<file path="src/rtl/spi_master_pkg.sv">
// Shared definitions for the mode-0 SPI master: state encoding, frame width
// and clock polarity/phase constants.
package spi_master_pkg;

    typedef enum logic [2:0] {
        ST_IDLE  = 3'd0,
        ST_SETUP = 3'd1,
        ST_HIGH  = 3'd2,
        ST_LOW   = 3'd3,
        ST_HOLD  = 3'd4
    } state_e;

    localparam int FRAME_W  = 8;
    localparam int BITCNT_W = $clog2(FRAME_W + 1);

    localparam logic CPOL = 1'b0;
    localparam logic CPHA = 1'b0;

    // Phase whose last cycle captures the incoming bit (leading-edge sampling for CPHA=0).
    localparam state_e SAMPLE_ST = (CPHA == 1'b0) ? ST_HIGH : ST_LOW;

    function automatic logic sclk_level(input state_e st);
        return (st == ST_HIGH) ? ~CPOL : CPOL;
    endfunction

endpackage

</file>
<file path="src/rtl/spi_master_shiftreg8.sv">
// Frame shift register: parallel load, shifts toward the MSB so the MSB is the
// outgoing bit and received bits enter at the LSB.
module spi_master_shiftreg8
    import spi_master_pkg::*;
(
    input  logic               clk_i,
    input  logic               load_i,
    input  logic [FRAME_W-1:0] data_i,
    input  logic               shift_i,
    input  logic               ser_i,
    output logic [FRAME_W-1:0] q_o
);

    logic [FRAME_W-1:0] sr_q;
    logic [FRAME_W-1:0] sr_d;

    always_comb begin
        sr_d = sr_q;
        if (load_i) begin
            sr_d = data_i;
        end else if (shift_i) begin
            sr_d = {sr_q[FRAME_W-2:0], ser_i};
        end
    end

    always_ff @(posedge clk_i) begin
        sr_q <= sr_d;
    end

    assign q_o = sr_q;

endmodule

</file>
<file path="src/rtl/spi_master.sv">
// Single-byte SPI mode-0 master. Every non-idle phase lasts HALFPERIOD clocks;
// all outputs come straight from flops.
module spi_master
    import spi_master_pkg::*;
#(
    parameter int HALFPERIOD   = 4,
    parameter int COUNTERWIDTH = 3
) (
    input  logic               clk_i,
    input  logic               resetn_i,
    input  logic               start_i,
    input  logic [FRAME_W-1:0] txdata_i,
    output logic [FRAME_W-1:0] rxdata_o,
    output logic               busy_o,
    output logic               done_o,
    output logic               cs_o,
    output logic               sclk_o,
    output logic               mosi_o,
    input  logic               miso_i
);

    localparam logic [COUNTERWIDTH-1:0] PHASE_LAST = COUNTERWIDTH'(HALFPERIOD - 1);
    localparam logic [BITCNT_W-1:0]     LAST_BIT   = BITCNT_W'(FRAME_W - 1);

    state_e                  state_q, state_d;
    logic [COUNTERWIDTH-1:0] cnt_q, cnt_d;
    logic [BITCNT_W-1:0]     bit_q, bit_d;
    logic [1:0]              sync_q;

    logic                    cs_q, cs_d;
    logic                    sclk_q, sclk_d;
    logic                    mosi_q, mosi_d;
    logic                    busy_q, busy_d;
    logic                    done_q, done_d;
    logic [FRAME_W-1:0]      rx_q, rx_d;

    logic                    phase_last;
    logic                    accept;
    logic                    sample;
    logic [FRAME_W-1:0]      sr;

    assign phase_last = (cnt_q == PHASE_LAST);
    assign accept     = (state_q == ST_IDLE) && start_i;
    assign sample     = (state_q == SAMPLE_ST) && phase_last;

    spi_master_shiftreg8 u_shiftreg (
        .clk_i  (clk_i),
        .load_i (accept),
        .data_i (txdata_i),
        .shift_i(sample),
        .ser_i  (sync_q[1]),
        .q_o    (sr)
    );

    // miso is asynchronous to clk_i; only sync_q[1] is ever consumed.
    always_ff @(posedge clk_i) begin
        if (!resetn_i) begin
            sync_q <= '0;
        end else begin
            sync_q <= {sync_q[0], miso_i};
        end
    end

    always_ff @(posedge clk_i) begin
        if (!resetn_i) begin
            state_q <= ST_IDLE;
            cnt_q   <= '0;
            bit_q   <= '0;
        end else begin
            state_q <= state_d;
            cnt_q   <= cnt_d;
            bit_q   <= bit_d;
        end
    end

    always_comb begin
        state_d = state_q;
        unique case (state_q)
            ST_IDLE:  if (start_i)    state_d = ST_SETUP;
            ST_SETUP: if (phase_last) state_d = ST_HIGH;
            ST_HIGH:  if (phase_last) state_d = (bit_q == LAST_BIT) ? ST_HOLD : ST_LOW;
            ST_LOW:   if (phase_last) state_d = ST_HIGH;
            ST_HOLD:  if (phase_last) state_d = ST_IDLE;
            default:                  state_d = ST_IDLE;
        endcase
    end

    always_comb begin
        cnt_d = cnt_q + COUNTERWIDTH'(1);
        if ((state_q == ST_IDLE) || phase_last) begin
            cnt_d = '0;
        end

        bit_d = bit_q;
        if (accept) begin
            bit_d = '0;
        end else if (sample) begin
            bit_d = bit_q + BITCNT_W'(1);
        end
    end

    // Outputs are derived from the next state so the flops line up with state_q.
    always_comb begin
        cs_d   = (state_d == ST_IDLE);
        sclk_d = sclk_level(state_d);
        busy_d = (state_d != ST_IDLE);
        done_d = (state_q == ST_HOLD) && phase_last;
        rx_d   = done_d ? sr : rx_q;

        mosi_d = mosi_q;
        if (state_d == ST_IDLE) begin
            mosi_d = 1'b0;
        end else if (accept) begin
            mosi_d = txdata_i[FRAME_W-1];
        end else if (sample && (state_d == ST_LOW)) begin
            mosi_d = sr[FRAME_W-2];
        end
    end

    always_ff @(posedge clk_i) begin
        if (!resetn_i) begin
            cs_q   <= 1'b1;
            sclk_q <= CPOL;
            mosi_q <= 1'b0;
            busy_q <= 1'b0;
            done_q <= 1'b0;
            rx_q   <= '0;
        end else begin
            cs_q   <= cs_d;
            sclk_q <= sclk_d;
            mosi_q <= mosi_d;
            busy_q <= busy_d;
            done_q <= done_d;
            rx_q   <= rx_d;
        end
    end

    assign cs_o     = cs_q;
    assign sclk_o   = sclk_q;
    assign mosi_o   = mosi_q;
    assign busy_o   = busy_q;
    assign done_o   = done_q;
    assign rxdata_o = rx_q;

endmodule

</file>
<file path="config.mk">
export PLATFORM = sky130hd
export DESIGN_NAME = spi_master
export DESIGN_NICKNAME = d
export VERILOG_FILES = /design/src/rtl/spi_master_pkg.sv /design/src/rtl/spi_master_shiftreg8.sv /design/src/rtl/spi_master.sv
export SDC_FILE = /design/constraint.sdc
export NUM_CORES = 1
export LEC_CHECK = 0
export CAP_MARGIN = 0
export CORE_ASPECT_RATIO = 0.5
export CORE_UTILIZATION = 45
export DETAILED_ROUTE_END_ITERATION = 7
export PLACE_DENSITY = 0.77
export REMOVE_ABC_BUFFERS = 1
export SETUP_SLACK_MARGIN = 0.5
export SYNTH_ARGS = -nofsm -noshare
export SYNTH_HDL_FRONTEND = slang
export SYNTH_SLANG_ARGS = --single-unit
</file>
<file path="constraint.sdc">
create_clock -name clk_i -period 1.7 [get_ports clk_i]
set_input_delay 0.34 -clock clk_i [delete_from_list [all_inputs] [get_ports clk_i]]
set_output_delay 0.34 -clock clk_i [all_outputs]
set_load 0.05 [all_outputs]
</file>
## Word-level counts from Yosys, hierarchy flattened

Index checks and enable logic that the tools add are counted.

| operators by class | value |
|---|---|
| shifts and indexed selects | 0 |
| $lt $le $gt $ge | 0 |
| add/subtract/negate cells | 2 |
| reduce and logical (&&, ||, !) cells | 14 |
| bitwise operators | 1 |
| equal/unequal tests | 8 |
| div/mod/pow operators | 0 |
| multiply operators | 0 |
| muxes and demuxes | 11 |

Operators with widths:

| operator | number |
|---|---|
| 8-bit 2-to-1 mux | 2 |
| 3-bit by 2-bit equality test with 1-bit output (second input constant) | 5 |
| 3-bit 2-to-1 mux | 5 |
| 3-bit one-hot mux with 4 select lines | 1 |
| 2-bit OR reduction | 4 |
| 3-bit logical NOT | 2 |
| 4-bit by 1-bit adder with 4-bit output (second input constant) | 1 |
| 4-bit by 3-bit equality test with 1-bit output (second input constant) | 1 |
| 1-bit logical AND | 4 |
| 2-bit nonzero test | 2 |
| 3-bit by 1-bit adder with 3-bit output (second input constant) | 1 |
| 3-bit by 1-bit equality test with 1-bit output (second input constant) | 1 |
| 3-bit equality test (second input constant) | 1 |
| 1-bit 2-to-1 mux | 3 |
| 3-bit nonzero test | 1 |
| 1-bit logical OR | 1 |
| 1-bit inverter | 1 |

| storage, ports and cells | value |
|---|---|
| logic and storage cells | 47 |
| bits in latches | 0 |
| input bits | 12 |
| output and inout bits | 13 |
| memories kept | 0 |
| memory bits (writable) | 0 |
| memory bits (read-only) | 0 |
| flip-flop bits (word level) | 33 |

## Longest topological paths before layout

Gate-level depths: netlist (run 1).

| logic depth | value |
|---|---|
| depth in word-level cells | 8 |
| gate-level depth with buffers | 7 |
| mapped depth without buffers | 5 |

## By module

Synthesis (run 1) repeated with hierarchy kept, for this count alone.

| unflattened totals | value |
|---|---|
| cell total of the unflattened synthesis | 116 |
| area, all modules | 1403.8 sq um |

By module, submodules not included:

| module | cells each | area an instance (sq um) | times used | sequential area each (sq um) |
|---|---|---|---|---|
| spi_master | 98 | 1026.0 | 1 | 500.5 |
| spi_master_shiftreg8 | 18 | 377.9 | 1 | 240.2 |

## Worst setup path before layout (run 1)

No wires, ideal clock.

| timing | value |
|---|---|
| path type | register to register |
| start point | reg state_q[1] |
| end point | reg u_shiftreg.sr_q[0], in the netlist u_shiftreg.q_o[0], enable pin |
| path buffers | 2 |
| arrival | 1309 ps |
| stages on the path, launching flop included | 5 |
| library setup time | 329 ps |
| data required time | 1371 ps |
| slack | 62 ps |
| period minus slack after synthesis | 1638 ps |
| cell sequence | dfxtp_1 > buf_2 > or4b_1 > buf_2 > nand2_1 |

| between the ends | value |
|---|---|
| longest elaborated chain between the ends | 3 |
| elaborated cells between the ends (all ways) | 5 |
| classes of those cells | 1 x eq/ne; 4 x reduce/logical |

RTL lines:

| element | RTL line | RTL |
|---|---|---|
| start, declared | spi_master.sv:25 | `state_e state_q, state_d;` |
| start signal, assigned | spi_master.sv:70 | `state_q <= state_d;` |
| 3-bit by 2-bit equality test with 1-bit output or 3-bit logical NOT (tied branches) | spi_master.sv:44, spi_master.sv:43 |  |
| 1-bit logical AND, on equally long branches | spi_master.sv:44, spi_master.sv:43 |  |
| 2-bit nonzero test (no line) (*) | n/a |  |
| end signal, assigned | spi_master_shiftreg8.sv:27 | `sr_q <= sr_d;` |
| end, declared | spi_master_shiftreg8.sv:14 | `logic [FRAME_W-1:0] sr_q;` |

Mark *: on every way between the ends. The rest lies on a longest branch, timed or not.
A chain may end at the register's enable or synchronous reset.

## Worst setup path in the final report (run 1)

| timing | value |
|---|---|
| start point | reg cnt_q[0] |
| end point | reg rx_q[1], in the netlist rxdata_o[1] |

| between the ends | value |
|---|---|
| longest elaborated chain between the ends | 2 |

RTL lines:

| element | RTL line | RTL |
|---|---|---|
| start, declared | spi_master.sv:26 | `logic [COUNTERWIDTH-1:0] cnt_q, cnt_d;` |
| start signal, assigned | spi_master.sv:71 | `cnt_q <= cnt_d;` |
| 3-bit by 2-bit equality test with 1-bit output | spi_master.sv:42 | `assign phase_last = (cnt_q == PHASE_LAST);` |
| 1-bit logical AND | spi_master.sv:107 | `done_d = (state_q == ST_HOLD) && phase_last;` |
| end signal, assigned | spi_master.sv:134 | `rx_q <= rx_d;` |
| end, declared | spi_master.sv:35 | `logic [FRAME_W-1:0] rx_q, rx_d;` |

No other way between the ends.

==> results of run 1 <==
worst max-delay path, delay by kind of cell (launching register included):
family,cells,cell delay [ns]
simple gates,2,0.39
flops,1,0.35
mux,1,0.22
fa+ha+maj,2,0.28
buf+inv,2,0.24
path summary, 6_finish.rpt:
| path | startpoint | to | slack [ns] | depth (start not counted) |
|---|---|---|---|---|
| max | cnt_q[0] | rxdata_o[1] | 0.1 | 7 |
| max reg2reg | cnt_q[0] | rxdata_o[1] | 0.1 | 7 |
| min reg2reg | cnt_q[0] | cnt_q[0] | 0.44 | 1 |
| min | cnt_q[0] | cnt_q[0] | 0.44 | 1 |
synth_stat cells, drive strengths merged:
| library cell | number |
|---|---|
| a2bb2oi | 1 |
| nor4b | 2 |
| dfxtp | 25 |
| nand2b | 1 |
| xnor2 | 1 |
| and4bb | 2 |
| or3 | 2 |
| nand4b | 1 |
| a221o | 1 |
| clkbuf | 1 |
| and2 | 4 |
| a21o | 1 |
| buf | 7 |
| o31ai | 1 |
| a22oi | 1 |
| nand3 | 2 |
| inv | 6 |
| a21oi | 3 |
| edfxtp | 8 |
| or4 | 1 |
| nand4bb | 1 |
| mux2i | 9 |
| nand2 | 25 |
| o21ai | 2 |
| ha | 3 |
| nor3b | 2 |
| a211oi | 2 |
| nor2b | 8 |
| or4b | 1 |
| o311ai | 1 |
| nor2 | 6 |
sequential cells by signal (all words and copies together), names as in the netlist:
signal	cells
bit_q	4
busy_o	1
cnt_q	3
cs_o	1
done_o	1
mosi_o	1
rxdata_o	8
sclk_o	1
state_q	3
sync_q	2
u_shiftreg.q_o	8
cells by family after synthesis:
logic type,count (synthesis)
xor+xnor,1
fa+ha+maj,3
flops,33
compound gates,13
buf+inv,14
simple gates,58
mux,9
metal layers:
metal  track usage  vias up  routed length (um)  part of all wire
met5             0        -                   0                 0
met4         0.118        0                 143             0.030
met3        0.0879       14                 345             0.073
met2         0.427       64                2250              0.48
met1         0.273      635                1970              0.42
li1              -      565                   -                 -
power by group:
part | internal, mW | switching [mW] | total, mW
sequential | 0.839 | 0.0279 | 0.867
clock | 0.321 | 0.316 | 0.637
combinational | 0.114 | 0.120 | 0.234
total | 1.27 | 0.464 | 1.74
final cells by class:
class                   count  area (um2)  share of cell area
inverters                   6        25.0              0.0110
well taps                  37        46.3              0.0203
multi-input cells          84         781               0.343
repair buffers             60         584               0.256
clock inverters             2        8.76             0.00384
clock buffers               6        82.6              0.0362
flip-flops and latches     33         751               0.329
what timing repair did:
action / CTS / global route
endpoints found under the setup margin: 39 / 44
buffers inserted: 15 / 5
gates resized for setup: 38 / 37
cloned: 1 / 0
pin swaps: 15 / 26
==> flow_summary_export.csv, run 1 <==
group,metric,value,unit
drt,postRouteAntennaNets,0,
sta,slew_viol_final,0,
sta,holdWs,0.435,ns
clock_network,cts_max_path_buffers,2,
power_and_ir_drop,cellPowerDensity,763,nW/um2
drt,vias,1278,
die,rows,13,
setup_path,critPathCaptureType,"flip-flop",
final_layout,post-route-util,0.824,
place,dp_hpwl,1980,um
clock_network,insertion_delay,0.30,ns
die,start_util,0.505,
sta,fin_crit_sh,0.942,
final_layout,nets,205,
sta,worst_pin_slew,0.529,ns
yosys,synth_simple_gate_area_frac,0.245,
setup_path,cpPeakStageDelay,0.35,ns
final_layout,mostFrequentLayoutCell,"buf_4",
setup_path,critPathMaxFanout,5,
setup_path,crit_top_cell,"ha_4",
power_and_ir_drop,peakVddDrop,0.597,mV
sta,setup-violations-final,0,
final_layout,areaGrowthSynthToFinish,63.0,%
yosys,synthAdderAreaFrac,0.0269,
sta,hold_viol,0,
worst_hold_path,min_path_type,"flip-flop to flip-flop",
die,die_area,3350,um2
yosys,netlist_top_cells_area,"dfxtp_1 36%, edfxtp_1 17%, mux2i_1 6.4%",
outcome,status,"completed",
global_route,grt_pass1_vias,1236,
yosys,syn_area_per_cell,10.7,um2
clock_network,numCtsBuffers,5,
die,coreArea,2770,um2
global_route,grt_pass1_wl,5960,um
yosys,synth_cell_types,37,
drt,route.detailed.drc,0,
global_route,overflow,0,
power_and_ir_drop,power,1.74,mW
die,die_h,41.4,um
global_route,grt_max_degree,12,
place,dpl-instance-area,1720,um2
power_and_ir_drop,p_leak,0.911,nW
die,ios,25,
setup_path,cp.required,1.87,ns
setup_path,worst_setup_path_start_kind,"flip-flop",
yosys,synth_seq_cells,33,
setup_path,cp.arrival,1.77,ns
job,maxCapViolCount,0,
sta,fin_crit,1.60,ns
drt,wirelength,4710,um
yosys,synth_top_family_by_area,"simple AND/OR/NAND/NOR gates",
yosys,ys_warn_count,0,
clock_network,cts_hold_repair.buffers,0,
final_layout,diodes,0,
yosys,netlist_area,1400,um2
yosys,synth_top_area_frac,0.358,
final_layout,fillCellCount,120,
final_layout,design_area,2280,um2
yosys,syn_inst,131,
drt,wire_per_inst,20.7,um
sta,finalClockSkew,0.0127,ns
global_route,antenna_found_initial,0,
final_layout,drive_above_1_share,0.524,
setup_path,cp_slowest_cell,"dfxtp_2",
clock_network,cts_tree,"built",
yosys,muxShareOfSynthArea,0.0645,
place,place_ws,-0.151,ns
final_layout,final_cell_mix,"30 x buf_4, 19 x dfxtp_1, 16 x buf_6",
sta,rsz0062_at_grt,"yes",
clock_network,cts.sinks,33,
sta,relSlewSlack,0.647,
sta,fmax,0.625,GHz
final_layout,stdcell_count,228,
clock_network,root_buffer,"clkbuf_8",
place,place_inst,199,
yosys,yosysTopAreaCell,"dfxtp_1",
yosys,synth_compound_area_frac,0.0680,
setup_path,cp_cell_sequence,"ha_4 -> ha_4 -> buf_6 -> and4bb_4 -> buf_12 -> mux2i_1 -> nor2b_1",
yosys,yosysSeqAreaShare,0.530,
place,io_buffers,24,
sta,fin_ws,0.0987,ns
setup_path,path_class,"flip-flop to flip-flop",
drt,viasPerCell,5.61,
global_route,grt_use_total,0.248,
place,gp_congestion,0.763,
drt,drt_pre_antenna_iters,4,
die,die_width,80.8,um
clock_network,cts_htree_levels,2,
clock_network,clk_pin_slew,0.07,ns
drt,drtIter0Drc,93,
yosys,synth_xor_area_frac,0.00627,
sta,fin_setup_tns,0,ns
(Power assumes the default switching activity.)
==> inputs of run 2 (changes only) <==
SKIP_CTS_REPAIR_TIMING = 1   (was default)
==> run 2 against run 1 <==
Effect of this change:
- sequential power is essentially flat
- via count shrank 15%
- non-clock buffer count shrank 14
- clock skew shrank 0.0069 ns
- worst setup slack gained 0.044 ns
- combinational power shrank 27%
- largest power group unchanged
==> flow_summary_export.csv, run 2 (same netlist as run 1, synthesis figures left out) <==
group,metric,value,unit
die,die_area,3350,um2
die,coreArea,2770,um2
drt,wire_per_inst,14.7,um
sta,relSlewSlack,0.651,
place,gp_congestion,0.763,
global_route,overflow,0,
final_layout,design_area,2010,um2
drt,route.detailed.drc,0,
setup_path,path_class,"flip-flop to flip-flop",
power_and_ir_drop,seq_power_share,0.528,
sta,finalClockSkew,0.00578,ns
drt,met3_wirelength,156,um
drt,drtIter0Drc,44,
final_layout,mostFrequentLayoutCell,"buf_4",
final_layout,areaGrowthSynthToFinish,43.9,%
power_and_ir_drop,p_leak,0.813,nW
final_layout,post-route-util,0.727,
drt,met2WireLength,1500,um
clock_network,cts_tree,"built",
die,die_width,80.8,um
drt,viasPerCell,5.09,
setup_path,worst_setup_path_start_kind,"flip-flop",
final_layout,stdcell_count,214,
clock_network,root_buffer,"clkbuf_8",
power_and_ir_drop,pwr-share-clk,0.368,
sta,worst_pin_slew,0.516,ns
sta,rsz0062_at_grt,"yes",
clock_network,cts_htree_levels,2,
sta,fin_crit,1.56,ns
drt,highest_layer,"met4",
sta,fin_crit_sh,0.916,
clock_network,cts.sinks,33,
final_layout,final_cell_mix,"27 x buf_4, 23 x nand2_1, 22 x dfxtp_1",
drt,drt_pre_antenna_iters,4,
place,dpl-instance-area,1720,um2
die,start_util,0.505,
drt,postRouteAntennaNets,0,
global_route,grt_max_degree,13,
setup_path,critPathMaxFanout,6,
sta,setup-violations-final,0,
power_and_ir_drop,swShare,0.239,
sta,hold_viol,0,
die,die_h,41.4,um
drt,vias,1089,
setup_path,critPathCaptureType,"flip-flop",
global_route,antenna_found_initial,0,
worst_hold_path,min_path_type,"flip-flop to flip-flop",
clock_network,cts_max_path_buffers,2,
die,ios,25,
clock_network,insertion_delay,0.28,ns
clock_network,numCtsBuffers,5,
power_and_ir_drop,cellPowerDensity,815,nW/um2
place,place_inst,199,
global_route,grt_pass1_vias,987,
final_layout,drive_above_1_share,0.384,
sta,slew_viol_final,0,
power_and_ir_drop,power,1.64,mW
final_layout,nets,191,
setup_path,cp.arrival,1.75,ns
place,dp_hpwl,1980,um
sta,fmax,0.642,GHz
power_and_ir_drop,netSwitchingPower,0.391,mW
global_route,grt_use_total,0.187,
setup_path,cp.required,1.89,ns
global_route,grt_pass1_wl,4510,um
power_and_ir_drop,intPower,1.25,mW
power_and_ir_drop,peakVddDrop,0.402,mV
drt,wirelength,3150,um
die,rows,13,
drt,wl_met1,1450,um
final_layout,diodes,0,
clock_network,clk_pin_slew,0.07,ns
outcome,status,"completed",
place,io_buffers,24,
job,maxCapViolCount,0,
power_and_ir_drop,p_comb_frac,0.104,
## run 2: cell count changes in the layout (fill, tap and decap cells not counted), moves of 3 or more
cell     previous run  this run
buf_4              30        27
dfxtp_1            19        22
nand2_1            14        23
buf_6              16         6
nand2_2             8         0
## run 2: cell type report
cell class | instances | area [um2]
sequential | 33 | 744
timing repair buffer | 46 | 408
clock buffer | 6 | 82.6
multi-input combinational | 84 | 698
fill | 179 | 754
clock inverter | 2 | 8.76
inverter | 6 | 22.5
tap | 37 | 46.3
## run 2: per-layer routing
layer	track usage	vias to the layer above
li1	-	537
met1	0.231	519
met2	0.284	26
met3	0.0681	7
met4	0.0964	0
met5	0	-
## run 2: final timing paths
check | startpoint | slack [ns] | to | cells past startpoint
worst max register to register | cnt_q[0] | 0.14 | sclk_o | 5
worst min-delay path | cnt_q[0] | 0.44 | cnt_q[0] | 1
worst max-delay path | cnt_q[0] | 0.14 | sclk_o | 5
worst min register to register | cnt_q[0] | 0.44 | cnt_q[0] | 1
## run 2: stage by stage
| stage | setup TNS [ns] | hold WS, ns | setup WS [ns] |
|---|---|---|---|
| 2_1_floorplan | 0 | 0.399 | 0.0370 |
| 3_3_place_gp | -2.16 | 0.407 | -0.129 |
| 3_5_place_dp | -2.63 | 0.422 | -0.151 |
| 4_1_cts | -0.0277 | 0.431 | -0.0277 |
| 5_1_grt | 0 | 0.461 | 0.0954 |
| 6_report | 0 | 0.436 | 0.143 |
## run 2: critical path: stages, from the launching register on
cell and delay [ns]:
dfxtp_2 0.34, ha_4 0.16, ha_4 0.18, and4bb_4 0.20, a221o_1 0.35, nor4b_2 0.24
## run 2: power groups by stage
stage / clock [mW] / combinational [mW] / sequential (mW)
2_1_floorplan: 0 / 0.0622 / 0.888
6_report: 0.603 / 0.170 / 0.864
5_1_grt: 0.647 / 0.184 / 0.866
3_5_place_dp: 0 / 0.158 / 0.875
3_3_place_gp: 0 / 0.155 / 0.875
4_1_cts: 0.612 / 0.159 / 0.858
==> RTL edit 1 (settings of run 2) <==
Take the reset off `rx_q` and load it in a clocked block of its own.
--- a/src/rtl/spi_master.sv
+++ b/src/rtl/spi_master.sv
@@ -126,3 +126,2 @@
             done_q <= 1'b0;
-            rx_q   <= '0;
         end else begin
@@ -133,4 +132,7 @@
             done_q <= done_d;
-            rx_q   <= rx_d;
         end
+    end
+
+    always_ff @(posedge clk_i) begin
+        rx_q <= rx_d;
     end
Formal check against the unedited RTL: same outputs for any inputs over 10 cycles, from zero or initial values and one cycle with resetn_i low; that may be too few to reach the edited logic, so the function may still have changed.
==> RTL edit 1 against run 2 <==
  * Clock skew down 0.87 ps
  * Highest routed layer unchanged
  * Routed wire length down 5.0%
  * Sequential share of layout area up 5.3 points
  * Maximum frequency down 1.9%
  * Worst setup slack worse by 30 ps
  * Global-route usage down 0.35 points
  * Critical path type unchanged
  * Count of clock-buffer cells in the layout unchanged
  * Largest cell class unchanged
  * Synthesized area down 4.7%
  * Sequential cell count unchanged
  * Cell area down 2.6%
  * Power up 1.3%
==> RTL edit 1: results <==
metrics = {
    "outcome": {
        "status": "completed",
    },
    "detailed_routing": {
        "num_vias": 1023,
        "wire_per_inst_um": 15.29,
        "first_pass_iters": 4,
        "drt-initial-drc-count": 36,
    },
    "cts": {
        "cts_made_buffers": 5,
        "clock_latency_ps": 280,
        "clock_path_buffers": 2,
        "htree_levels": 2,
        "clk_pin_slew_worst_paths_ps": 70,
        "ctsRootBufferMaster": "clkbuf_8",
    },
    "grt": {
        "globalRouteTotalUtil": 0.1832,
        "grt_pass1_vias": 925,
        "antenna_found_initial": 0,
        "grt_pass1_wl_mm": 4.077,
        "grt_max_degree": 12,
        "gr-total-overflow": 0,
    },
    "worst_hold_path": {
        "hold_class": "register to register",
        "whs_endpoint": "cnt_q[0]",
        "holdPathStages": 1,
        "hold_start": "cnt_q[0]",
    },
    "logic_synthesis": {
        "synth_xor_area_frac": 0.006573,
        "async_flop_share": 0,
        "yosys_warnings": 0,
        "yosysUniqueCellTypes": 34,
        "synth-compound-area-share": 0.07136,
        "ys_top_cells_by_count": "25 x nand2_1, 17 x dfxtp_1, 16 x edfxtp_1",
        "synthAdderAreaFrac": 0.02817,
        "ys_seq_area_frac": 0.6160,
        "synth-main-ff-cell": "dfxtp_1",
        "synth.area.top_cells": "edfxtp_1 36%, dfxtp_1 26%, nand2_1 7.0%",
        "synth_mux_area_frac": 0.007512,
        "synth-edff-count": 16,
    },
    "setup_path": {
        "path_class": "register to register",
        "reg2reg_to": "sclk_o",
        "rrSetupSlack_ps": 110,
        "crit_slowest_cell": "a221o_1",
        "path_max_fanout": 5,
        "reg2regPathDepth": 5,
        "crit_start": "cnt_q[0]",
        "cpLargestDelayFamily": "simple AND/OR/NAND/NOR gates",
        "critPathArrivalTime_ps": 1780,
    },
    "timing": {
        "max_freq_ghz": 0.6299,
        "finalClockSkew_ps": 4.914,
        "slew-limit-headroom": 0.7148,
    },
    "power": {
        "cell_internal_pwr_mw": 1.278,
        "leakage_nw": 0.7798,
        "peakVddDrop_v": 0.0005438,
    },
    "placement": {
        "gp_congestion": 0.8206,
        "pre_cts_slack_ps": -195.3,
        "placed_cell_area_um2": 1643,
        "port_buffers": 24,
        "place_hpwl_mm": 1.920,
    },
    "cells_and_area": {
        "n_antenna_cell": 0,
        "drive_gt1_frac": 0.4088,
        "fill_cells": 175,
        "layout.nets": 173,
    },
}
[RTL edit 1: cell count changes after synthesis]
cell             run 2  this run
dfxtp_1             25        17
edfxtp_1             8        16
mux2i_1              9         1
nor2b_1              8         0
and4bb_2             1         0
buf_4                1         0
clkbuf_1             1         0
nand2_1             24        25
nor3_1               0         1
[RTL edit 1: final cells by class]
cell class | count | area share
multi-input cells | 69 | 0.2850
flip-flops and latches | 33 | 0.4236
clock buffers | 6 | 0.04217
inverters | 6 | 0.01150
repair buffers | 43 | 0.2096
clock inverters | 2 | 0.004473
well taps | 37 | 0.02364
[RTL edit 1: layer usage]
metal	part of all wire	GRT usage	wire [um]
met1	0.42	0.1945	1265
met2	0.52	0.3522	1547
met3	0.039	0.05909	118
met4	0.022	0.09091	65
met5	0	0	0
[RTL edit 1: power groups by stage]
stage	combinational [mW]	clock, mW	sequential [mW]
global route	0.187	0.629	0.897
floorplan	0.0586	0	0.919
CTS	0.157	0.594	0.889
detailed placement	0.155	0	0.907
global placement	0.149	0	0.904
finish	0.174	0.590	0.894
[RTL edit 1: per-stage QoR]
| stage | hold WS, ps | TNS [ps] | total power [mW] | cells | util |
|---|---|---|---|---|---|
| final | 436.4 | 0 | 1.659 | 196 | 0.7252 |
| after global routing | 450.6 | 0 | 1.713 | 196 | 0.7252 |
| after CTS | 440.8 | -166.3 | 1.640 | 191 | 0.6423 |
| after detailed placement | 425.6 | -3187 | 1.062 | 183 | 0.6084 |
| after global placement | 407.2 | -2480 | 1.053 | 183 | 0.6084 |
| after floorplan | 399.2 | -947.6 | 0.9775 | 108 | - |
==> RTL edit 2 (settings of run 2) <==
Made on the original files. `CPHA`: 1'b0 -> 1'b1.
--- a/src/rtl/spi_master_pkg.sv
+++ b/src/rtl/spi_master_pkg.sv
@@ -16,3 +16,3 @@
     localparam logic CPOL = 1'b0;
-    localparam logic CPHA = 1'b0;
+    localparam logic CPHA = 1'b1;
 
Behaviour: not the same (Yosys sat finds a counterexample within 10 cycles, from zero or initial values and one cycle with resetn_i low).
==> RTL edit 2 against run 2 <==
  * Cell area shrank 0.81%
  * Power rose by 5.2%
  * Sequential share of layout area rose by 0.68 points
  * Worst setup slack improved by 41 ps
  * Synthesized area increased by 0.45%
  * Routed wire length down 6.7%
  * Sequential cell count did not move
  * Global-route usage decreased by 1.2 points
==> RTL edit 2: results <==
metrics = {
    "outcome": {
        "status": "completed",
    },
    "cells_and_area": {
        "drive_gt1_frac": 0.4258,
        "area_delta_synth_final_pct": 42.07,
        "layout.nets": 169,
    },
    "timing": {
        "finalClockSkew_ps": 7.770,
        "fin_hold_ws_ps": 413.5,
        "slew-limit-headroom": 0.7986,
    },
    "setup_path": {
        "crit_slowest_cell": "or3b_4",
        "max_stage_delay_ps": 380,
        "rrSetupSlack_ps": 180,
    },
    "worst_hold_path": {
        "holdPathStages": 2,
        "whs_endpoint": "busy_o",
        "hold_class": "primary input to register",
        "hold_start": "start_i",
    },
    "detailed_routing": {
        "drt-initial-drc-count": 11,
        "num_vias": 988,
    },
    "grt": {
        "grt_pass1_wl_mm": 4.167,
        "grt_max_degree": 12,
        "globalRouteTotalUtil": 0.1742,
    },
    "placement": {
        "placed_cell_area_um2": 1685,
    },
    "power": {
        "leakage_nw": 0.8046,
        "peakVddDrop_v": 0.0006961,
    },
    "logic_synthesis": {
        "synth.area.top_cells": "dfxtp_1 36%, edfxtp_1 17%, mux2i_1 6.4%",
        "ys_top_cells_by_count": "25 x dfxtp_1, 9 x mux2i_1, 9 x nor2b_1",
        "yosysUniqueCellTypes": 38,
    },
}
## RTL edit 2: how the worst max path moves through the flow
stage,start,to,slack (ps)
2_1_floorplan,state_q[1],u_shiftreg.q_o[0],130
3_3_place_gp,start_i,u_shiftreg.q_o[3],-150
3_5_place_dp,start_i,u_shiftreg.q_o[6],-180
4_1_cts,cnt_q[0],rxdata_o[0],40
5_1_grt,cnt_q[0],rxdata_o[0],150
6_report,cnt_q[0],sclk_o,180
## RTL edit 2: layout make-up
type                       count  area share
clock inverter                 2     0.01694
multi-input combinational     71      0.3407
clock buffer                   6     0.03639
inverter                       3    0.005646
sequential                    33      0.3770
tap                           37     0.02321
timing repair buffer          40      0.2001
## RTL edit 2: logic make-up (layout without fill, tap and decap cells)
family / count (synthesis) / in the layout / synth area share
muxes: 17 / 17 / 0.1283
adders and majority gates: 3 / 3 / 0.02674
and+or+nand+nor: 37 / 37 / 0.1934
xor gates and xnor gates: 1 / 1 / 0.006240
buffers and inverters: 10 / 51 / 0.05436
AOI/OAI and AO/OA: 13 / 13 / 0.06328
DFF: 33 / 33 / 0.5276
## RTL edit 2: through the flow
step / setup slack (ps) / instances
2_1_floorplan: 128.9 / 107
3_3_place_gp: -153.9 / 177
3_5_place_dp: -182.5 / 177
4_1_cts: 38.79 / 185
5_1_grt: 153.9 / 192
6_report: 184.3 / 192
## RTL edit 2: routing by layer
| layer | vias to the layer above | global-route usage | part of all wire |
|---|---|---|---|
| met2 | 23 | 0.2723 | 0.47 |
| li1 | 481 | - | - |
| met3 | 6 | 0.06593 | 0.046 |
| met4 | 0 | 0.09643 | 0.014 |
| met1 | 478 | 0.2064 | 0.47 |
| met5 | - | 0 | 0 |
## RTL edit 2: report_power, final
part	internal [mW]	switching [mW]	leakage, nW
logic	0.0946	0.0646	0.469
clock network	0.432	0.281	0.0528
registers	0.832	0.0196	0.282
